`src/rtl/cacheline_adapter.sv`:
```
// Turns one 256-bit cache-line read/write into a 4-beat 64-bit burst on bmem.
// Outputs come from registers or from state/cnt decode only; the cache sees one request/response per line.
module cacheline_adapter #(
   parameter int ADDR_WIDTH = 32,
   parameter int BEAT_WIDTH = 64,
   parameter int BEATS      = 4
) (
   input  logic                          clk,
   input  logic                          rst,
   input  logic [ADDR_WIDTH-1:0]         line_address,
   input  logic                          line_read,
   input  logic                          line_write,
   input  logic [BEAT_WIDTH*BEATS-1:0]   line_wdata,
   output logic [BEAT_WIDTH*BEATS-1:0]   line_rdata,
   output logic                          line_resp,
   output logic [ADDR_WIDTH-1:0]         bmem_address,
   output logic                          bmem_read,
   output logic                          bmem_write,
   output logic [BEAT_WIDTH-1:0]         bmem_wdata,
   input  logic [BEAT_WIDTH-1:0]         bmem_rdata,
   input  logic                          bmem_resp
);

   localparam int LINE_WIDTH = BEAT_WIDTH * BEATS;
   localparam int CNT_W      = $clog2(BEATS);
   localparam int OFF_W      = $clog2(LINE_WIDTH / 8);
   localparam logic [CNT_W-1:0] LAST_BEAT = CNT_W'(BEATS - 1);

   typedef enum logic [1:0] {IDLE, RD, WR, DONE} state_t;

   state_t                                state_q, state_d;
   logic [CNT_W-1:0]                      cnt_q, cnt_d;
   logic [ADDR_WIDTH-1:0]                 addr_q, addr_d;
   logic [BEATS-1:0][BEAT_WIDTH-1:0]      wbuf_q, wbuf_d;
   logic [BEATS-1:0][BEAT_WIDTH-1:0]      rdata_q, rdata_d;
   logic                                  rd_pend_q, rd_pend_d;

   logic unused_offset;
   assign unused_offset = ^line_address[OFF_W-1:0];

   always_comb begin
      state_d   = state_q;
      cnt_d     = cnt_q;
      addr_d    = addr_q;
      wbuf_d    = wbuf_q;
      rdata_d   = rdata_q;
      rd_pend_d = rd_pend_q;
      case (state_q)
         IDLE: begin
            // A simultaneous read is left for the cache to re-present after this write completes.
            if (line_write) begin
               addr_d  = {line_address[ADDR_WIDTH-1:OFF_W], {OFF_W{1'b0}}};
               wbuf_d  = line_wdata;
               cnt_d   = '0;
               state_d = WR;
            end else if (line_read) begin
               addr_d    = {line_address[ADDR_WIDTH-1:OFF_W], {OFF_W{1'b0}}};
               cnt_d     = '0;
               rd_pend_d = 1'b1;
               state_d   = RD;
            end
         end
         RD: begin
            if (bmem_resp) begin
               rd_pend_d      = 1'b0;
               rdata_d[cnt_q] = bmem_rdata;
               if (cnt_q == LAST_BEAT) begin
                  cnt_d   = '0;
                  state_d = DONE;
               end else begin
                  cnt_d = cnt_q + CNT_W'(1);
               end
            end
         end
         WR: begin
            if (bmem_resp) begin
               if (cnt_q == LAST_BEAT) begin
                  cnt_d   = '0;
                  state_d = DONE;
               end else begin
                  cnt_d = cnt_q + CNT_W'(1);
               end
            end
         end
         default: state_d = IDLE;
      endcase
   end

   always_ff @(posedge clk) begin
      if (!rst) begin
         state_q   <= IDLE;
         cnt_q     <= '0;
         addr_q    <= '0;
         wbuf_q    <= '0;
         rdata_q   <= '0;
         rd_pend_q <= 1'b0;
      end else begin
         state_q   <= state_d;
         cnt_q     <= cnt_d;
         addr_q    <= addr_d;
         wbuf_q    <= wbuf_d;
         rdata_q   <= rdata_d;
         rd_pend_q <= rd_pend_d;
      end
   end

   assign line_rdata   = rdata_q;
   assign line_resp    = (state_q == DONE);
   assign bmem_address = addr_q;
   assign bmem_read    = rd_pend_q;
   assign bmem_write   = (state_q == WR);
   assign bmem_wdata   = (state_q == WR) ? wbuf_q[cnt_q] : '0;

endmodule

```
`config.mk`:
```
export PLATFORM = sky130hd
export DESIGN_NAME = cacheline_adapter
export DESIGN_NICKNAME = d
export VERILOG_FILES = /design/src/rtl/cacheline_adapter.sv
export SDC_FILE = /design/constraint.sdc
export NUM_CORES = 1
export LEC_CHECK = 0
export ABC_AREA = 1
export ABC_CLOCK_PERIOD_IN_PS = 3800
export CORE_AREA = 2 2 273 275
export CTS_BUF_LIST = sky130_fd_sc_hd__clkbuf_4
export CTS_CLUSTER_DIAMETER = 50
export CTS_CLUSTER_SIZE = 10
export DETAILED_ROUTE_END_ITERATION = 12
export DIE_AREA = 0 0 275 277
export SYNTH_ARGS = -nofsm -noshare
export SYNTH_HDL_FRONTEND = slang
export SYNTH_SLANG_ARGS = --single-unit
```
`constraint.sdc`:
```
create_clock -name clk -period 3.8 [get_ports clk]
set_clock_uncertainty 0.15 [all_clocks]
set_input_delay 0.57 -clock clk [delete_from_list [all_inputs] [get_ports clk]]
set_output_delay 0.57 -clock clk [all_outputs]
set_load 0.01 [all_outputs]
```
==> results.yml, run 1 <==
run_status:
  outcome: "completed"
hold_path:
  worstHoldPathType: "in2reg"
  min_path_cells: 3
floorplanning:
  die_area_um2: 76200
  core-area_um2: 73600
  initial_utilization: 0.294
  chipWidth_um: 275
  die_h_um: 277
  io_pins: 712
  fp-row-count: 100
final_layout:
  drive_gt1_frac: 0.0528
  fillers: 7734
  area_growth_pct: 41.1
  seq_area_um2: 10900
  final_core_util: 0.415
  multi_input_area_um2: 9360
  finalInstanceArea_um2: 30500
  finalNonFillerCells: 4561
  layout.nets: 3905
drt:
  drtAntennaViolNets: 0
  avgRoutedWirePerCell_um: 18.6
  wirelength_um: 84700
  drc_errors: 0
  drt_first_iter_violations: 1558
  dr.pass1.iters: 5
  vias: 21900
  routed_via_density: 4.80
logic_synthesis:
  yosysWarnings: 0
  ys_top_cells_by_count: "nor2_1 (835), dfxtp_1 (544), o21ai_0 (406)"
  yosysSeqAreaShare: 0.503
  synthCells: 2935
  ys_ff_latch: 544
  synth_edf_count: 0
  ys_types: 22
  ys.flop_type: "dfxtp_1"
  synth_top_area_share: 0.503
  ys_async_sr_fraction: 0
  synth_area_um2: 21600
  synthMostInstantiatedCell: "nor2_1"
  synth_area_leaders: "dfxtp_1 (50%), nor2_1 (14%), o21ai_0 (9.4%), a21oi_1 (7.5%), nand3_1 (6.1%)"
  yosysTopAreaCell: "dfxtp_1"
  synth.avg_cell_area_um2: 7.37
worst_setup_path:
  slowest_delay_ns: 0.61
  crit_type: "reg2out"
  cp-start-kind: "flip-flop"
  endpoint_kind: "primary output"
  critical_path_required_ns: 3.08
  critPathTopFamily: "buffers and inverters"
  cp_slowest_cell: "clkdlybuf4s50_1"
  crit_chain: "inv_1, ha_1, inv_4, buf_4, a21oi_1, clkdlybuf4s50_1"
  critPathMaxFanout: 22
  r2r_cells: 6
  critPathArrivalTime_ns: 2.89
  crit_buf_inv: 4
  cp.depth: 6
timing:
  tightest_slew_ns: 0.926
  min_period_ns: 3.61
  maxSlewHeadroom: 0.383
  setup_viol: 0
  hold_ws_ns: 0.162
  rsz0062_at_grt: "false"
  fmaxAchievable_mhz: 277
  fin_ws_ns: 0.190
  hold_viol_final: 0
  finalCritPeriodShare: 0.950
  finalSetupTns_ns: 0
  slew_viol_final: 0
global_route:
  grt_pass1_wl_um: 126000
  grt_use_total: 0.212
  antenna_found_initial: 27
  grt_overflow: 0
  grt_max_degree: 149
  grt_pass1_vias: 20600
place:
  numPortBuffers: 701
  dp_hpwl_um: 57300
  dp.cells: 4406
  dp_slack_ns: 0.799
  gp_congestion: 0.852
  dpl-instance-area_um2: 29200
power_and_ir_drop:
  static-leakage-power_nw: 10.8
  power.density_nw_per_um2: 549
  p_total_mw: 16.8
  peakVddDrop_mv: 0.279
clock_tree:
  clock_sinks: 544
  h-tree-depth: 3
  ctsRootBufferMaster: "clkbuf_4"
  clockBufferDepth: 3
  path_clk_slew_ns: 0.11
  cts_tree: "done"
  cts_buffers: 79
  clk-insertion-delay-late_ns: 0.81
job:
  drv_cap: 0
==> tightest hold or removal path: cells and delay by family <==
kind / cells / cell delay [ns]
buffers and inverters: 1 / 0.40
and+or+nand+nor: 2 / 0.16
==> repair_timing <==
action | 4_1_cts | 5_1_grt
hold buffers | 19 | 0
gates resized for setup | 4 | 0
endpoints found under the hold margin | 86 | 0
setup buffers | 0 | 0
setup endpoints to repair | 18 | 0
==> report_power, final <==
group	internal (mW)	total (mW)	switching (mW)
sequential	6.60	7.04	0.447
combinational	2.21	5.76	3.55
clock	1.69	3.96	2.27
total	10.5	16.8	6.28
==> registers in the layout, summed over array words and instances (netlist names) <==
register      flops
line_rdata      256
wbuf_q          256
bmem_address     27
cnt_q             2
state_q           2
bmem_read         1
==> cell families (layout without fill, tap and decap cells) <==
group,Yosys count,after routing,synth area share
fa+ha+maj,10,10,0.00578
buf+inv,270,912,0.0659
other cells,1,16,0.000173
simple gates,1376,1376,0.255
flops,544,544,0.503
compound gates,734,734,0.170
==> per-layer routing <==
metal  up-vias  part of all wire  track usage  routed length (µm)
met2       747              0.47        0.352               40100
met4        34             0.030       0.0811                2540
met1     10100              0.40        0.249               33800
met3       158             0.095       0.0741                8040
li1      10900                 -            -                   -
met5         -            0.0027            0                 228
==> final timing paths <==
check	start	endpoint	slack [ns]
worst min-delay path	line_address[8]	bmem_address[8]$_SDFFE_PN0P_	0.16
worst min register to register	line_rdata[9]$_SDFFE_PN0P_	line_rdata[9]$_SDFFE_PN0P_	0.31
worst max-delay path	state_q[0]$_SDFFE_PN0P_	bmem_wdata[17]	0.19
worst max register to register	cnt_q[1]$_SDFFE_PN0P_	line_rdata[39]$_SDFFE_PN0P_	1.10
==> placed cells by master (no fill, tap or decap), drive strengths merged <==
cell / count
nor2: 837
clkdlybuf4s50: 700
dfxtp: 544
o21ai: 411
a21oi: 323
nand2: 277
nand3: 262
clkbuf: 86
buf: 51
clkinv: 22
inv: 20
dlygate4sd3: 19
diode: 11
ha: 10
bufinv: 8
conb: 5
clkinvlp: 5
bufbuf: 1
==> final cells by class <==
cell class	instances	area share
Clock inverter	38	0.0143
Inverter	17	0.00299
Tap cell	969	0.0397
Clock buffer	86	0.0212
Timing Repair Buffer	771	0.257
Antenna cell	11	0.000902
Multi-Input combinational cell	2125	0.307
Sequential cell	544	0.357
Note: power is estimated with default switching activity, not from simulation.
==> inputs of run 2 (changes only) <==
--- a/config.mk
+++ b/config.mk
@@ -13,6 +13,8 @@
 export CTS_CLUSTER_SIZE = 10
 export DETAILED_ROUTE_END_ITERATION = 12
 export DIE_AREA = 0 0 275 277
+export SETUP_SLACK_MARGIN = 0.15
+export SLEW_MARGIN = 0
 export SYNTH_ARGS = -nofsm -noshare
 export SYNTH_HDL_FRONTEND = slang
 export SYNTH_SLANG_ARGS = --single-unit
==> run 2 against run 1 <==
Against the previous run:
- sequential cell count unchanged
- global-route usage grew 0.12 points
- register-to-register slack about the same
- final cell count about the same
- critical path type unchanged
- largest power group unchanged
- critical endpoint is now bmem_wdata[36]
==> results.yml, run 2 (synthesized netlist as in run 1, its figures left out) <==
global_route:
  grt_pass1_vias: 20600
  grt_overflow: 0
  antenna_found_initial: 25
  grt_use_total: 0.213
  grt_max_degree: 149
  grt_pass1_wl_um: 126000
timing:
  hold_viol_final: 0
  min_period_ns: 3.52
  maxSlewHeadroom: 0.392
  tightest_slew_ns: 0.911
  rsz0062_at_grt: "true"
  slew_viol_final: 0
  finalCritPeriodShare: 0.927
  fmaxAchievable_mhz: 284
  setup_viol: 0
  fin_ws_ns: 0.278
  finalSetupTns_ns: 0
floorplanning:
  fp-row-count: 100
  initial_utilization: 0.294
  chipWidth_um: 275
  io_pins: 712
  die_h_um: 277
  die_area_um2: 76200
  core-area_um2: 73600
worst_setup_path:
  endpoint_kind: "primary output"
  critPathMaxFanout: 35
  crit_type: "reg2out"
  cp-start-kind: "flip-flop"
  critical_path_required_ns: 3.08
  critPathArrivalTime_ns: 2.80
power_and_ir_drop:
  static-leakage-power_nw: 10.8
  switching_share: 0.375
  peakVddDrop_mv: 0.276
  power_frac_comb: 0.346
  p_seq_frac: 0.419
  p_sw_mw: 6.31
  power.density_nw_per_um2: 550
  p_total_mw: 16.8
  intPower_mw: 10.5
  clockPowerShare: 0.235
place:
  dp_slack_ns: 0.799
  dp_hpwl_um: 57300
  dpl-instance-area_um2: 29200
  numPortBuffers: 701
  dp.cells: 4406
  gp_congestion: 0.852
final_layout:
  most-common-layout-cells: "nor2_1 (835), clkdlybuf4s50_1 (700), dfxtp_1 (542)"
  layout.nets: 3906
  area_growth_pct: 41.3
  finalNonFillerCells: 4560
  finalInstanceArea_um2: 30600
  drive_gt1_frac: 0.0542
  final_common_cell: "nor2_1"
clock_tree:
  cts_tree: "done"
  clockBufferDepth: 3
  path_clk_slew_ns: 0.11
  clock_sinks: 544
  h-tree-depth: 3
  clk-insertion-delay-late_ns: 0.81
  ctsRootBufferMaster: "clkbuf_4"
  cts_buffers: 79
run_status:
  outcome: "completed"
job:
  drv_cap: 0
drt:
  avgRoutedWirePerCell_um: 18.7
  wirelength_um: 85200
  dr.pass1.iters: 5
  drt_first_iter_violations: 1641
  vias: 21900
  drtAntennaViolNets: 0
  drc_errors: 0
  routed_via_density: 4.81
hold_path:
  worstHoldPathType: "in2reg"
## run 2: changes by cell type in the layout (fill, tap and decap cells not counted), moves of 2 or more
| cell | previous run | this run |
|---|---|---|
| a21oi_1 | 323 | 319 |
| diode_2 | 11 | 9 |
| a21oi_2 | 0 | 4 |
| buf_4 | 31 | 29 |
## run 2: what timing repair did
item	4_1_cts	5_1_grt
endpoints found under the setup margin	58	14
gates cloned	2	0
hold buffers	19	0
hold endpoints to repair	86	0
buffers inserted	0	0
resized for setup	11	3
## run 2: metal layers
layer / up-vias / GRT usage / part of all wire
met5: - / 0 / 0.0024
met4: 32 / 0.0787 / 0.028
met3: 151 / 0.0727 / 0.094
met2: 765 / 0.357 / 0.48
met1: 10100 / 0.251 / 0.40
li1: 10900 / - / -
## run 2: area by class of cell
class / count / area [µm²]
Timing Repair Buffer: 772 / 7890
Sequential cell: 544 / 10900
Clock buffer: 86 / 646
Inverter: 17 / 93.8
Clock inverter: 38 / 435
Tap cell: 969 / 1210
Antenna cell: 9 / 22.5
Fill cell: 7729 / 43000
Multi-Input combinational cell: 2125 / 9370
## run 2: per-stage QoR
stage,hold slack [ns],utilization
2_1_floorplan,0.299,-
3_5_place_dp,0.300,0.396
6_report,0.161,0.415
5_1_grt,0.0704,0.415
4_1_cts,0.00206,0.415
3_3_place_gp,0.296,0.396
## run 2: power by group through the flow
| stage | sequential (mW) | combinational [mW] | clock [mW] |
|---|---|---|---|
| floorplan | 7.17 | 3.41 | 0 |
| global placement | 7.14 | 5.70 | 0 |
| detailed placement | 7.17 | 5.72 | 0 |
| CTS | 7.05 | 5.86 | 4.11 |
| global route | 7.16 | 6.47 | 4.34 |
| finish | 7.05 | 5.82 | 3.95 |
## run 2: critical path, stage by stage (launching register included)
cell and delay, ns:
dfxtp_4 0.41, clkinv_4 0.23, buf_12 0.24, o21ai_0 0.11, a21oi_1 0.34, clkdlybuf4s50_1 0.63
## run 2: final timing paths
path / start / cells past startpoint / slack (ns) / end
setup / recovery: cnt_q[0]$_SDFFE_PN0P_ / 5 / 0.28 / bmem_wdata[36]
hold / removal: line_address[8] / 3 / 0.16 / bmem_address[8]$_SDFFE_PN0P_
setup reg to reg: cnt_q[1]$_SDFFE_PN0P_ / 6 / 1.09 / line_rdata[54]$_SDFFE_PN0P_
hold reg to reg: line_rdata[1]$_SDFFE_PN0P_ / 2 / 0.31 / line_rdata[1]$_SDFFE_PN0P_
